<file path="config.mk">
export PLATFORM = sky130hd
export DESIGN_NAME = bsreg_beh
export DESIGN_NICKNAME = d
export VERILOG_FILES = /design/src/rtl/bsreg_beh_pkg.sv /design/src/rtl/bsreg_beh.sv
export SDC_FILE = /design/constraint.sdc
export NUM_CORES = 1
export LEC_CHECK = 0
export ABC_AREA = 1
export BUFFER_PORTS_ARGS = -buffer_cell sky130_fd_sc_hd__buf_2
export CAP_MARGIN = 20
export CORE_AREA = 3 3 40 42
export DETAILED_ROUTE_END_ITERATION = 12
export DIE_AREA = 0 0 43 45
export PLACE_DENSITY = 0.39
export SETUP_SLACK_MARGIN = 0.4
export SYNTH_ARGS = -nofsm -noshare
export SYNTH_HDL_FRONTEND = slang
export SYNTH_SLANG_ARGS = --single-unit
</file>
<file path="constraint.sdc">
create_clock -name clk -period 0.8 [get_ports clk]
set_input_delay 0.08 -clock clk [delete_from_list [all_inputs] [get_ports clk]]
set_output_delay 0.08 -clock clk [all_outputs]
set_load 0.01 [all_outputs]
</file>
<file path="src/rtl/bsreg_beh_pkg.sv">
// Shared constants for the bidirectional shift register.
package bsreg_beh_pkg;

  localparam logic DIR_RIGHT = 1'b0;
  localparam logic DIR_LEFT  = 1'b1;

endpackage

</file>
<file path="src/rtl/bsreg_beh.sv">
// Bidirectional serial-in, parallel-out shift register; shifts on every clk edge.
// Latency: 1 cycle (register update); no backpressure, no hold state.
module bsreg_beh
  import bsreg_beh_pkg::*;
#(
  parameter int WIDTH = 4
) (
  input  logic             clk,
  input  logic             rst,
  input  logic             dir,
  input  logic             serial_in,
  output logic [WIDTH-1:0] data_out
);

  logic [WIDTH-1:0] shift_nxt;

  // Only an explicit 1 selects left; X/Z or 0 fall through to shift right.
  always_comb begin
    shift_nxt = {serial_in, data_out[WIDTH-1:1]};
    if (dir == DIR_LEFT) begin
      shift_nxt = {data_out[WIDTH-2:0], serial_in};
    end
  end

  always_ff @(posedge clk or posedge rst) begin
    if (rst) begin
      data_out <= '0;
    end else begin
      data_out <= shift_nxt;
    end
  end

endmodule

</file>
# == Word-level counts from Yosys, hierarchy flattened ==
# Index checks and enable logic that the tools add are counted.
# word_totals
word_cells,2
latchBits,0
reg_bits,4
output_inout_bits,4
n_memories,0
ram_bits,0
rom_bits,0
in_bits,4
# classes
reduce_logical,0
n_addsub,0
muxes,1
magnitude_cmp,0
n_div,0
eq_ne,0
multipliers,0
n_bitwise,0
shift,0
# ops
op,n
2-to-1 mux 4 bit,1

# == Logic depth before layout (Yosys ltp) ==
# Gate-level depths: netlist (run 1).
# depth
depth_word,1
depth_mapped,3

# == Worst setup path before layout (run 1) ==
# OpenSTA, ideal clock, no wires.
# synth_timing
path_type,reg2reg
startpoint,register data_out[2]
endpoint,register data_out[3]
period_less_slack_ns,0.633
t_arrival_ns,0.516
path_stages_with_launch,3
n_path_buf,0
slack_ns,0.167
cell_sequence,dfrtp_1 > nand2_1 > nand2_1
# synth_between
elab_chain_cells,1
# synth_rtl
item,line_no,source
start: declaration,bsreg_beh.sv:12,output logic [WIDTH-1:0] data_out
start signal: assignment,bsreg_beh.sv:29,data_out <= shift_nxt;
2-to-1 mux 4 bit,bsreg_beh.sv:20,if (dir == DIR_LEFT) begin
named net shift_nxt[3],bsreg_beh.sv:15,logic [WIDTH-1:0] shift_nxt;
# The timed path passes the listed nets, and every way through them passes these cells.

# == Worst setup path in the final report (run 1) ==
# layout_timing
startpoint,register data_out[0]
endpoint,output data_out[0]
# No word-level cell between the ends.

==> reports/metrics.cfg, run 1 <==
[run_status]
status = finished, violations left
violations = negative hold slack, negative setup slack

[finish]
fin_cells = 47
largest_reg_flops = 4
nNetsFinal = 38
post-route-util_pct = 20.2
antenna_cells = 0
seqCellArea_sq_um = 100
drive_gt1_share_pct = 46.9
reg_top3 = data_out: 4 flops
area_delta_synth_final_pct = 69.7
final.fill_count = 154
multi_input_area_sq_um = 45.0
top_register = data_out

[setup_path]
r2r_start = data_out[2]
critical_path.top_delay_family = flip-flops
crit_required_ns = 0.72
r2r_slack_ns = 0.09
critical_path_class = register to output port
ff2ff_path_depth = 3
worstPathCellList = buf_2
cp_slowest_cell = dfrtp_1
cp-start-kind = register
crit_fanout = 2
crit_arrival_ns = 0.73
crit_buf_inv = 1
crit_path_end_kind = output port
critical_path.startpoint = data_out[0]
r2r-end = data_out[1]
critPathMaxStageDelay_ns = 0.37

[place]
placed_cells = 40
port_buffers = 7
gp_congestion = 0.668
preCtsSetupSlack_ns = 0.190

[floorplan]
placementRows = 13
start_util_pct = 11.9
dieHeight_microns = 45
io_pins = 8
die_area_sq_mm = 0.00194
core_area_sq_mm = 0.00128
die_w_microns = 43

[detailed_routing]
viasPerCell = 3.34
vias = 157
wl_per_cell_microns = 8.13
detail_route.first_pass.iterations = 2
drt_iter0_drc = 2
drt_wl_total_microns = 382
drc_errors = 0
ant_nets = 0

[clock_tree]
clkLatencyLatePin_ns = 0.23
ctsResizeCount = 0
root_buffer = clkbuf_4
htreeDepth = 1
cts_buffers = 3
cts_tree = yes
clk_pin_slew_ns = 0.04
cts.path.max_buffers = 2
clock_sinks = 4

[worst_hold_path]
hp-class = input pin to asynchronous set/reset pin

[timing]
whs_ns = -0.275
worstMarginPinSlew_ns = 0.156
maxSlewViolCount = 0
fmax_mhz = 1230
finClkSkew_ns = 0.000954
fin_crit_ns = 0.813
rsz0062_at_grt = yes
relSlewSlack_pct = 89.6
hold_violations = 4
fin_ws_ns = -0.0132
setup_tns_ns = -0.0489
finalCritPeriodShare_pct = 102
finalSetupViolations = 4

[yosys]
yosys-top-cells-count = 12 x nand2_1, 4 x dfrtp_1, 1 x inv_1, 1 x inv_2
ys_ff_latch = 4
synthesis.nets = 22
synth_top_area_share_pct = 65.6
synthFlopType = dfrtp_1
synth_area_leaders = dfrtp_1 66%, nand2_1 30%, inv_1 2.5%, inv_2 2.5%
synth_cell_types = 4
yosys_warnings = 0
async_flop_share_pct = 100
synth-seq-area-share_pct = 65.6
netlist_area_sq_um = 153
syn_inst = 18
synth_most_common_cell = nand2_1
synth_edf_count = 0
synth_top_area_cell = dfrtp_1
avgSynthCellArea_sq_um = 8.48

[pwr]
pwr-share-comb_pct = 18.4
p_sw_share_pct = 23.7
power.density_mw_per_mm2 = 2270
p_leak_nw = 0.157
peakVddDrop_mv = 0.384
clkPwrFrac_pct = 41.6
p_seq_share_pct = 40.0
p_sw_mw = 0.139
p_int_mw = 0.448

[global_route]
grt_pass1_wl_microns = 593
overflow = 0
grt_max_degree = 6
antenna_found_initial = 0
grt_pass1_vias = 155
grtUsageTotal_pct = 4.75

[flow_run]
maxCapViolations = 0

## layer usage
metal | track usage (%) | routed length, microns
met5 | 0 | 0
met4 | 5.42 | 0
met3 | 4.78 | 56
met2 | 5.99 | 165
met1 | 3.87 | 160
## worst max path at each step
stage / slack [ns] / depth (start not counted) / end
finish: -0.01 / 1 / data_out[0]
global route: -0.05 / 1 / data_out[1]
CTS: -0.03 / 1 / data_out[0]
detailed placement: 0.19 / 2 / data_out[2]
global placement: 0.19 / 2 / data_out[3]
floorplan: 0.18 / 2 / data_out[2]
## power groups by stage
stage	Sequential (mW)	Combinational [mW]	Clock [mW]
CTS	0.235	0.0946	0.261
global placement	0.242	0.0720	0
floorplan	0.251	0.0238	0
detailed placement	0.242	0.0724	0
finish	0.235	0.108	0.244
global route	0.238	0.117	0.275
## cell usage in the layout (no fill, tap or decap)
master    instances
inv_2             1
dfrtp_1           4
inv_1             1
nand2_1          12
buf_4             4
buf_2             7
clkbuf_4          3
## what timing repair did
action                                  4_1_cts  5_1_grt
buffers inserted                              2        2
hold endpoints to repair                      4        4
endpoints found under the setup margin        8        8
pin swaps                                     0        0
## worst reg2reg max path, stage by stage, from the launching register on
cell and delay, ns:
dfrtp_1 0.36, buf_4 0.14, nand2_1 0.05, nand2_1 0.05
## cells by family after synthesis
| group | Yosys count | synth area share [%] |
|---|---|---|
| buffers and inverters | 2 | 4.91 |
| AND/OR/NAND/NOR | 12 | 29.5 |
| flip-flops | 4 | 65.6 |
## stage by stage
stage	power [mW]	area (sq um)
finish	0.587	259
global route	0.630	259
CTS	0.591	244
detailed placement	0.315	206
global placement	0.314	206
floorplan	0.275	153
## layout make-up
cell class,count,share of cell area (%)
Clock buffer,3,8.70
Inverter,2,2.90
Multi-Input combinational cell,12,17.4
Sequential cell,4,38.6
Tap cell,15,7.25
Timing Repair Buffer,11,25.1
Note: power is estimated with default switching activity, not from simulation.
==> run 2, diff against run 1 <==
--- a/config.mk
+++ b/config.mk
@@ -11,7 +11,7 @@
 export CORE_AREA = 3 3 40 42
 export DETAILED_ROUTE_END_ITERATION = 12
 export DIE_AREA = 0 0 43 45
-export PLACE_DENSITY = 0.39
+export PLACE_DENSITY_LB_ADDON = 0.15
 export SETUP_SLACK_MARGIN = 0.4
 export SYNTH_ARGS = -nofsm -noshare
 export SYNTH_HDL_FRONTEND = slang
==> reports/metrics.cfg, run 2 (synthesis results as in run 1) <==
[pwr]
peakVddDrop_mv = 0.883  ; +130%
power.density_mw_per_mm2 = 2280  ; +0.62%
p_leak_nw = 0.159  ; +1.3%

[finish]
area_delta_synth_final_pct = 75.4
post-route-util_pct = 20.8  ; +0.68 points
reg_top3 = data_out: 4 flops
fin_cells = 47  ; unchanged
nNetsFinal = 38  ; unchanged
antenna_cells = 0  ; unchanged
layout_common_cells = 10 x nand2_1, 7 x buf_2, 4 x dfrtp_1, 3 x clkbuf_4, 3 x buf_4
drive_gt1_share_pct = 53.1  ; +6.3 points
largest_reg_flops = 4  ; unchanged
mostFrequentLayoutCell = nand2_1
top_register = data_out
final_area_sq_um = 268  ; +3.4%

[setup_path]
worstPathCellList = buf_2
ff2ff_path_depth = 3  ; unchanged
crit_arrival_ns = 0.76  ; +0.03 ns
r2r-end = data_out[3]
crit_required_ns = 0.72  ; about the same
crit_cells = 1  ; unchanged
critical_path.startpoint = data_out[1]
critPathMaxStageDelay_ns = 0.38  ; about the same
critical_path.top_delay_family = flip-flops
crit_buf_inv = 1  ; unchanged
crit_fanout = 2  ; unchanged
critical_path_class = register to output port
worstSetupEndpoint = data_out[1]
r2r_slack_ns = 0.09  ; about the same
cp_slowest_cell = dfrtp_1
r2r_start = data_out[2]
crit_path_end_kind = output port
cp-start-kind = register

[timing]
rsz0062_at_grt = yes
fin_ws_ns = -0.0393  ; -0.0261 ns
hold_violations = 4  ; unchanged
setup_tns_ns = -0.0957  ; -0.0469 ns
maxSlewViolCount = 0  ; unchanged
worstMarginPinSlew_ns = 0.153  ; -0.00342 ns
fin_crit_ns = 0.839  ; +0.0261 ns
whs_ns = -0.285  ; -0.0104 ns
fmax_mhz = 1190  ; -3.1%
finalCritPeriodShare_pct = 105  ; +3.3 points
finClkSkew_ns = 0.00654  ; +0.00559 ns
relSlewSlack_pct = 89.8  ; +0.23 points
finalSetupViolations = 4  ; unchanged

[clock_tree]
clock_sinks = 4  ; unchanged
root_buffer = clkbuf_4
cts_buffers = 3  ; unchanged
clkLatencyLatePin_ns = 0.24  ; about the same
cts_tree = yes
htreeDepth = 1  ; unchanged
cts.path.max_buffers = 2  ; unchanged
clk_pin_slew_ns = 0.04  ; about the same

[place]
gp_congestion = 0.694  ; +3.8%
dpl-instance-area_sq_um = 206  ; unchanged
port_buffers = 7  ; unchanged
placed_cells = 40  ; unchanged

[global_route]
grt_max_degree = 6  ; unchanged
grtUsageTotal_pct = 5.18  ; +0.43 points
antenna_found_initial = 0  ; unchanged
grt_pass1_wl_microns = 621  ; +4.7%
grt_pass1_vias = 144  ; -7.1%
overflow = 0  ; unchanged

[run_status]
status = finished, violations left
violations = negative hold slack, negative setup slack

[floorplan]
placementRows = 13  ; unchanged
io_pins = 8  ; unchanged
start_util_pct = 11.9  ; unchanged
dieHeight_microns = 45  ; unchanged
die_area_sq_mm = 0.00194  ; unchanged
die_w_microns = 43  ; unchanged
core_area_sq_mm = 0.00128  ; unchanged

[flow_run]
maxCapViolations = 0  ; unchanged

[detailed_routing]
wl_per_cell_microns = 8.47  ; +4.2%
drt_iter0_drc = 1  ; -1
detail_route.first_pass.iterations = 2  ; unchanged
ant_nets = 0  ; unchanged
vias = 156  ; -0.64%
viasPerCell = 3.32  ; -0.64%
drc_errors = 0  ; unchanged
drt_wl_total_microns = 398  ; +4.2%

[worst_hold_path]
hp-class = input pin to asynchronous set/reset pin

run 2: cell types whose count changed in the layout (fill, tap and decap cells not counted):
cell / previous run / this run
buf_6: 0 / 1
nand2_1: 12 / 10
nand2_2: 0 / 2
buf_4: 4 / 3
run 2: repair_timing:
action                     4_1_cts  5_1_grt
setup endpoints to repair        8        8
pin swaps                        0        0
hold endpoints to repair         4        4
setup buffers                    3        1
gates resized for setup          1        2
run 2: worst register-to-register path: stages (launching register included):
cell	delay, ns
dfrtp_1	0.36
buf_4	0.14
nand2_1	0.05
nand2_1	0.05
run 2: worst min path at each step:
stage	start	endpoint	slack [ns]	cells past startpoint
floorplan	rst	data_out[0]	-0.15	1
global placement	rst	data_out[1]	-0.03	2
detailed placement	rst	data_out[0]	-0.03	2
CTS	rst	data_out[0]	-0.28	2
global route	rst	data_out[0]	-0.28	2
finish	rst	data_out[0]	-0.29	2
run 2: layout make-up:
type	count	area (sq um)
clock buffers	3	22.5
fillers	146	1020
repair buffers	11	68.8
inverters	2	7.51
multi-input cells	12	50.0
flip-flops and latches	4	100
well taps	15	18.8
run 2: power breakdown:
part / switching, mW / internal [mW] / total, mW
Sequential: 0.0105 / 0.225 / 0.236
Clock: 0.0924 / 0.168 / 0.261
Combinational: 0.0541 / 0.0600 / 0.114
run 2: per-layer routing:
layer	vias to the layer above	share of wire [%]	track usage (%)
met4	0	0	1.81
met3	0	14	7.17
met5	-	0	0
met2	8	39	5.99
met1	65	46	5.11
li1	83	-	-
run 2: through the flow:
stage / power, mW / setup slack, ns
after floorplan: 0.275 / 0.177
after global placement: 0.315 / 0.192
after detailed placement: 0.313 / 0.188
after CTS: 0.602 / -0.0308
after global routing: 0.654 / -0.0632
final: 0.611 / -0.0393
